$ cat config.mk
export PLATFORM = sky130hd
export DESIGN_NAME = mem_arbiter
export DESIGN_NICKNAME = d
export VERILOG_FILES = /design/src/rtl/mem_arbiter.sv
export SDC_FILE = /design/constraint.sdc
export NUM_CORES = 1
export LEC_CHECK = 0
export ABC_AREA = 0
export CAP_MARGIN = 5
export CORE_ASPECT_RATIO = 1.2
export CORE_MARGIN = 8
export CORE_UTILIZATION = 41
export DETAILED_ROUTE_END_ITERATION = 8
export PLACE_DENSITY = 0.89
export SYNTH_ARGS = -nofsm -noshare
export SYNTH_HDL_FRONTEND = slang
export SYNTH_SLANG_ARGS = --single-unit
$ cat constraint.sdc
create_clock -name clk -period 4.1 [get_ports clk]
set_clock_uncertainty 0.1 [all_clocks]
set_input_delay 0.82 -clock clk [delete_from_list [all_inputs] [get_ports clk]]
set_output_delay 0.82 -clock clk [all_outputs]
set_load 0.005 [all_outputs]
$ cat src/rtl/mem_arbiter.sv
// Two-port round-robin arbiter in front of a single-port synchronous memory.
// Each command takes an ISSUE cycle; reads add an RDWAIT cycle to catch the return data.
`ifndef ADDR_WIDTH
`define ADDR_WIDTH 8
`endif
`ifndef DATA_WIDTH
`define DATA_WIDTH 8
`endif

module mem_arbiter #(
  parameter int ADDR_WIDTH = `ADDR_WIDTH,
  parameter int DATA_WIDTH = `DATA_WIDTH
) (
  input  logic                  clk,
  input  logic                  rst,
  input  logic                  p0_req,
  input  logic                  p0_wr_rd,
  input  logic [ADDR_WIDTH-1:0] p0_addr,
  input  logic [DATA_WIDTH-1:0] p0_wr_data,
  input  logic                  p1_req,
  input  logic                  p1_wr_rd,
  input  logic [ADDR_WIDTH-1:0] p1_addr,
  input  logic [DATA_WIDTH-1:0] p1_wr_data,
  output logic                  p0_gnt,
  output logic                  p0_rd_valid,
  output logic [DATA_WIDTH-1:0] p0_rd_data,
  output logic                  p1_gnt,
  output logic                  p1_rd_valid,
  output logic [DATA_WIDTH-1:0] p1_rd_data,
  output logic                  mem_en,
  output logic                  mem_wr_rd,
  output logic [ADDR_WIDTH-1:0] mem_addr,
  output logic [DATA_WIDTH-1:0] mem_wr_data,
  input  logic [DATA_WIDTH-1:0] mem_rd_data,
  output logic                  busy
);

  typedef enum logic [1:0] {IDLE, ISSUE, RDWAIT} state_t;

  state_t                  state_q, state_d;
  logic                    last_q, last_d;
  logic                    win_q, win_d;
  logic [1:0]              gnt_q, gnt_d;
  logic [1:0]              rd_valid_q, rd_valid_d;
  logic [DATA_WIDTH-1:0]   rd_data_q [2];
  logic [DATA_WIDTH-1:0]   rd_data_d [2];
  logic                    mem_en_q, mem_en_d;
  logic                    mem_wr_rd_q, mem_wr_rd_d;
  logic [ADDR_WIDTH-1:0]   mem_addr_q, mem_addr_d;
  logic [DATA_WIDTH-1:0]   mem_wdata_q, mem_wdata_d;

  logic [1:0]              req;
  logic [1:0]              cmd_wr;
  logic [ADDR_WIDTH-1:0]   cmd_addr [2];
  logic [DATA_WIDTH-1:0]   cmd_wdata [2];
  logic                    sel;

  assign req          = {p1_req, p0_req};
  assign cmd_wr       = {p1_wr_rd, p0_wr_rd};
  assign cmd_addr[0]  = p0_addr;
  assign cmd_addr[1]  = p1_addr;
  assign cmd_wdata[0] = p0_wr_data;
  assign cmd_wdata[1] = p1_wr_data;

  // On a tie the port that was not granted last wins; otherwise the lone requester.
  assign sel = (req == 2'b11) ? ~last_q : req[1];

  always_comb begin
    state_d     = state_q;
    last_d      = last_q;
    win_d       = win_q;
    gnt_d       = 2'b00;
    rd_valid_d  = 2'b00;
    rd_data_d   = rd_data_q;
    mem_en_d    = 1'b0;
    mem_wr_rd_d = mem_wr_rd_q;
    mem_addr_d  = mem_addr_q;
    mem_wdata_d = mem_wdata_q;
    unique case (state_q)
      IDLE: begin
        if (req != 2'b00) begin
          win_d       = sel;
          gnt_d[sel]  = 1'b1;
          mem_en_d    = 1'b1;
          mem_wr_rd_d = cmd_wr[sel];
          mem_addr_d  = cmd_addr[sel];
          mem_wdata_d = cmd_wdata[sel];
          state_d     = ISSUE;
        end
      end
      ISSUE: begin
        last_d  = win_q;
        state_d = mem_wr_rd_q ? IDLE : RDWAIT;
      end
      RDWAIT: begin
        rd_data_d[win_q]  = mem_rd_data;
        rd_valid_d[win_q] = 1'b1;
        state_d           = IDLE;
      end
      default: state_d = IDLE;
    endcase
  end

  always_ff @(posedge clk) begin
    if (rst) begin
      state_q     <= IDLE;
      last_q      <= 1'b1;
      win_q       <= 1'b0;
      gnt_q       <= 2'b00;
      rd_valid_q  <= 2'b00;
      rd_data_q   <= '{default: '0};
      mem_en_q    <= 1'b0;
      mem_wr_rd_q <= 1'b0;
      mem_addr_q  <= '0;
      mem_wdata_q <= '0;
    end else begin
      state_q     <= state_d;
      last_q      <= last_d;
      win_q       <= win_d;
      gnt_q       <= gnt_d;
      rd_valid_q  <= rd_valid_d;
      rd_data_q   <= rd_data_d;
      mem_en_q    <= mem_en_d;
      mem_wr_rd_q <= mem_wr_rd_d;
      mem_addr_q  <= mem_addr_d;
      mem_wdata_q <= mem_wdata_d;
    end
  end

  assign p0_gnt      = gnt_q[0];
  assign p1_gnt      = gnt_q[1];
  assign p0_rd_valid = rd_valid_q[0];
  assign p1_rd_valid = rd_valid_q[1];
  assign p0_rd_data  = rd_data_q[0];
  assign p1_rd_data  = rd_data_q[1];
  assign mem_en      = mem_en_q;
  assign mem_wr_rd   = mem_wr_rd_q;
  assign mem_addr    = mem_addr_q;
  assign mem_wr_data = mem_wdata_q;
  assign busy        = (state_q != IDLE);

endmodule

# Word-level counts from Yosys, hierarchy flattened
# Index checks and enable logic that the tools add are counted.
dict set report totals {
  regBits 42
  latchBits 0
  ramBits 0
  rom_bits 0
  input_bits 46
  out_inout_bits 39
  word_cells 58
  n_memories 0
}
dict set report classes {
  add_sub_neg 0
  n_mul 0
  div 0
  order_cmp 7
  eq_ne 4
  shifts 0
  muxes 20
  bitwise 6
  reduce_logical 10
}
# cell n
set ops {}
lappend ops {{8-bit 2-to-1 mux} 7}
lappend ops {{16-bit bitwise mux} 1}
lappend ops {{8-bit demux with 1-bit select} 1}
lappend ops {{1-bit 2-to-1 mux} 6}
lappend ops {{2-bit == test (second input constant)} 2}
lappend ops {{2-bit >= comparator (second input constant)} 2}
lappend ops {{1-bit by 2-bit less-than comparator with 1-bit output (second input constant)} 2}
lappend ops {{2-bit 2-to-1 mux} 2}
lappend ops {{1-bit NOT} 4}
lappend ops {{1-bit NOT with 2-bit output} 2}
lappend ops {{2-bit case mux with 2 select lines} 1}
lappend ops {{2-bit nonzero test} 2}
lappend ops {{2-bit OR reduction} 2}
lappend ops {{1-bit logical AND} 3}
lappend ops {{3-bit OR reduction} 1}
lappend ops {{1-bit demux with 1-bit select} 2}
lappend ops {{2-bit by 1-bit == test with 1-bit output (second input constant)} 1}
lappend ops {{1-bit >= comparator (second input constant)} 2}
lappend ops {{2-bit logical NOT} 1}
lappend ops {{2-bit by 1-bit less-than comparator with 1-bit output (second input constant)} 1}
lappend ops {{2-bit != test (second input constant)} 1}
lappend ops {{2-bit AND reduction} 1}

# Depth between registers and ports, before layout
dict set report depth {
  depth_word 6
  ltp_mapped 5
  ltp_nobuf 3
}

# Worst setup path after synthesis
# No wires, ideal clock.
dict set report synth_timing {
  kind {in2reg}
  from {in rst}
  to {reg mem_addr_q[2], in the netlist mem_addr[2]}
  setup_ns 0.059
  arrival_ns 1.844
  t_required_ns 3.941
  slack_ns 2.097
  stages 4
  n_path_buf 1
  cell_sequence {or3_4 > a211oi_4 > buf_6 > a221o_1}
}
# item line_no
set synth_rtl {}
lappend synth_rtl {{start: declaration} 15} ;# input logic rst,
lappend synth_rtl {{end signal: assignment} 125} ;# mem_addr_q <= mem_addr_d;
lappend synth_rtl {{end: declaration} 49} ;# logic [ADDR_WIDTH-1:0] mem_addr_q, mem_addr_d;

==> load_flow_metrics.sql <==
INSERT INTO impl_metrics (metric_group, metric, value, unit) VALUES
('clock_tree', 'tritoncts_num_sinks', '42', ''),
('floorplan', 'dieHeight', '84.1', 'um'),
('power', 'p_per_area', '366', 'mW/mm2'),
('layout', 'drive_above_1_share', '6.25', '%'),
('worst_hold_path', 'holdCritStartpoint', 'mem_wr_rd', ''),
('layout', 'antenna-diode-count', '0', ''),
('synthesis', 'post_synth_inst_count', '157', ''),
('worst_setup_path', 'reg2reg_depth', '3', ''),
('drt', 'routed-via-count', '1435', ''),
('synthesis', 'mappedNetlistNets', '203', ''),
('timing', 'slew_headroom', '39.0', '%'),
('floorplan', 'core-area', '0.00366', 'mm2'),
('timing', 'setup_repair_after_global_routing_missed_its_margin', 'false', ''),
('worst_setup_path', 'critPathMaxFanout', '22', ''),
('synthesis', 'synth.lib_cells_used.distinct', '19', ''),
('placement', 'placed_area', '0.00246', 'mm2'),
('synthesis', 'synthesis.area', '0.00158', 'mm2'),
('synthesis', 'netlist.area_leader.share', '53.1', '%'),
('power', 'share_seq_of_total_power', '48.1', '%'),
('worst_setup_path', 'worst_path_largest_cell_delay', '680', 'ps'),
('layout', 'syn2layout_area_growth', '62.2', '%'),
('worst_setup_path', 'timing.rr.end', 'mem_wr_data[0]', ''),
('floorplan', 'io_pins', '85', ''),
('timing', 'report.final.slew_viol_count', '0', ''),
('timing', 'min_period_over_period', '66.8', '%'),
('clock_tree', 'tritoncts', 'yes', ''),
('power', 'power.share.switching', '22.8', '%'),
('outcome', 'outcome', 'complete, no violations', ''),
('clock_tree', 'post-cts-setup-buffer-count', '0', ''),
('worst_hold_path', 'timing.hold.worst_path_depth', '1', ''),
('worst_setup_path', 'critical_path_required', '4230', 'ps'),
('power', 'ir_worst_vdd', '0.260', 'mV'),
('placement', 'post-dp-hpwl', '3200', 'um'),
('synthesis', 'synth.top_cells.by_count', 'sky130_fd_sc_hd__dfxtp_1 (42), sky130_fd_sc_hd__nor2_1 (18), sky130_fd_sc_hd__nor3_1 (18)', ''),
('clock_tree', 'cts_resized', '0', ''),
('timing', 'fmax', '365', 'MHz'),
('drt', 'wl_met1', '1790', 'um'),
('clock_tree', 'cts_htree_levels', '2', ''),
('global_routing', 'groute.usage.overall', '14.1', '%'),
('layout', 'layout.core_utilization', '70.1', '%'),
('synthesis', 'synth_top_flop_cell', 'sky130_fd_sc_hd__dfxtp_1', ''),
('drt', 'route.detailed.vias_per_inst', '4.91', ''),
('layout', 'post_route_standard_cell_area_excluding_fillers', '0.00257', 'mm2'),
('floorplan', 'die_width', '72.7', 'um'),
('worst_setup_path', 'timing.reg2reg.setup_slack', '2100', 'ps'),
('drt', 'router_iterations_before_antenna_repair', '5', ''),
('placement', 'place_inst', '284', ''),
('clock_tree', 'number_of_buffers_on_the_longest_clock_path', '2', ''),
('drt', 'first_iter_violations', '45', ''),
('synthesis', 'synth_area_leaders', 'sky130_fd_sc_hd__dfxtp_1 (53%), sky130_fd_sc_hd__a221o_1 (11%), sky130_fd_sc_hd__mux2i_1 (11%)', ''),
('floorplan', 'starting_density_of_the_core', '43.2', '%'),
('timing', 'report.final.hold_viol_count', '0', ''),
('synthesis', 'yosysWarnings', '0', ''),
('drt', 'drt-total-wl', '4330', 'um'),
('power', 'internal_power', '0.726', 'mW'),
('floorplan', 'placementRows', '24', ''),
('power', 'power.total', '0.940', 'mW'),
('layout', 'nets', '285', ''),
('global_routing', 'pin_count_of_the_biggest_net_entering_global_routing', '23', ''),
('power', 'share_clk_of_total_power', '33.8', '%'),
('synthesis', 'synth_sequential_area_ratio', '53.1', '%'),
('power', 'power.static_leakage', '1.02', 'nW'),
('timing', 'final_period_minus_worst_setup_slack', '2740', 'ps'),
('drt', 'wl_per_cell', '14.8', 'um'),
('power', 'combPwrFrac', '18.1', '%'),
('worst_setup_path', 'cp_top_family', 'compound AO/OA/AOI/OAI gates', ''),
('global_routing', 'globalRoute.totalOverflow', '0', ''),
('worst_hold_path', 'worst_hold_path.endpoint', 'state_q[1]', ''),
('clock_tree', 'clkLatencyLatePin', '290', 'ps'),
('worst_setup_path', 'critPathKind', 'input port to flop', ''),
('worst_setup_path', 'arrival', '2870', 'ps');
-- worst max path at each step --
stage          start              to  slack (ps)  cells past startpoint
3_5_place_dp     rst  mem_wr_data[0]        1050                      5
3_3_place_gp     rst     mem_addr[2]        1090                      5
2_1_floorplan    rst     mem_addr[2]        2100                      4
5_1_grt          rst  mem_wr_data[0]        1240                      5
4_1_cts          rst  mem_wr_data[0]        1340                      5
6_report         rst  mem_wr_data[0]        1360                      5
-- cell families (layout without fill, tap and decap cells) --
group / after synthesis / count (layout) / share of synthesized area (%)
buffers and inverters: 14 / 97 / 4.19
DFF: 42 / 42 / 53.1
and+or+nand+nor: 64 / 64 / 18.9
AOI/OAI and AO/OA: 20 / 20 / 13.0
muxes: 17 / 17 / 10.8
-- power by group through the flow --
| stage | registers [mW] | logic [mW] | clock network, mW |
|---|---|---|---|
| final | 0.452 | 0.170 | 0.318 |
| after global routing | 0.455 | 0.185 | 0.343 |
| after CTS | 0.452 | 0.173 | 0.326 |
| after detailed placement | 0.461 | 0.171 | 0 |
| after global placement | 0.461 | 0.168 | 0 |
| after floorplan | 0.461 | 0.0634 | 0 |
-- registers in the layout, summed over array words and instances (netlist names) --
name	flops
mem_addr	8
mem_wr_data	8
p0_rd_data	8
p1_rd_data	8
gnt_q	2
rd_valid_q	2
state_q	2
last_q	1
mem_en	1
mem_wr_rd	1
win_q	1
-- metrics by stage --
| stage | hold slack [ps] | setup WS (ps) |
|---|---|---|
| floorplan | 349 | 2100 |
| global placement | 358 | 1090 |
| detailed placement | 364 | 1050 |
| CTS | 383 | 1340 |
| global route | 403 | 1240 |
| finish | 384 | 1360 |
-- area by class of cell --
cell class | instances | area, um2 | area share (%)
Inverter | 2 | 7.51 | 0.292
Clock inverter | 2 | 37.5 | 1.46
Timing Repair Buffer | 87 | 863 | 33.6
Tap cell | 52 | 65.1 | 2.53
Sequential cell | 42 | 841 | 32.7
Clock buffer | 6 | 72.6 | 2.83
Multi-Input combinational cell | 101 | 681 | 26.5
-- metal layers --
layer | up-vias | global-route usage [%]
met5 | - | 0
met1 | 642 | 15.5
met3 | 2 | 7.57
met4 | 0 | 3.28
met2 | 67 | 23.0
li1 | 724 | -
-- cells in the final DEF, fill, tap and decap left out, types with 2 or more instances in the layout --
master	netlist	routed
sky130_fd_sc_hd__inv_1	2	2
sky130_fd_sc_hd__nor3_1	18	18
sky130_fd_sc_hd__nand2b_1	2	2
sky130_fd_sc_hd__clkbuf_8	0	5
sky130_fd_sc_hd__nor2_1	18	18
sky130_fd_sc_hd__mux2i_1	17	17
sky130_fd_sc_hd__dfxtp_1	42	42
sky130_fd_sc_hd__nand2_1	17	17
sky130_fd_sc_hd__a221o_1	17	17
sky130_fd_sc_hd__buf_4	0	3
sky130_fd_sc_hd__nor2b_1	4	4
sky130_fd_sc_hd__clkdlybuf4s50_1	0	84
(Power assumes the default switching activity.)
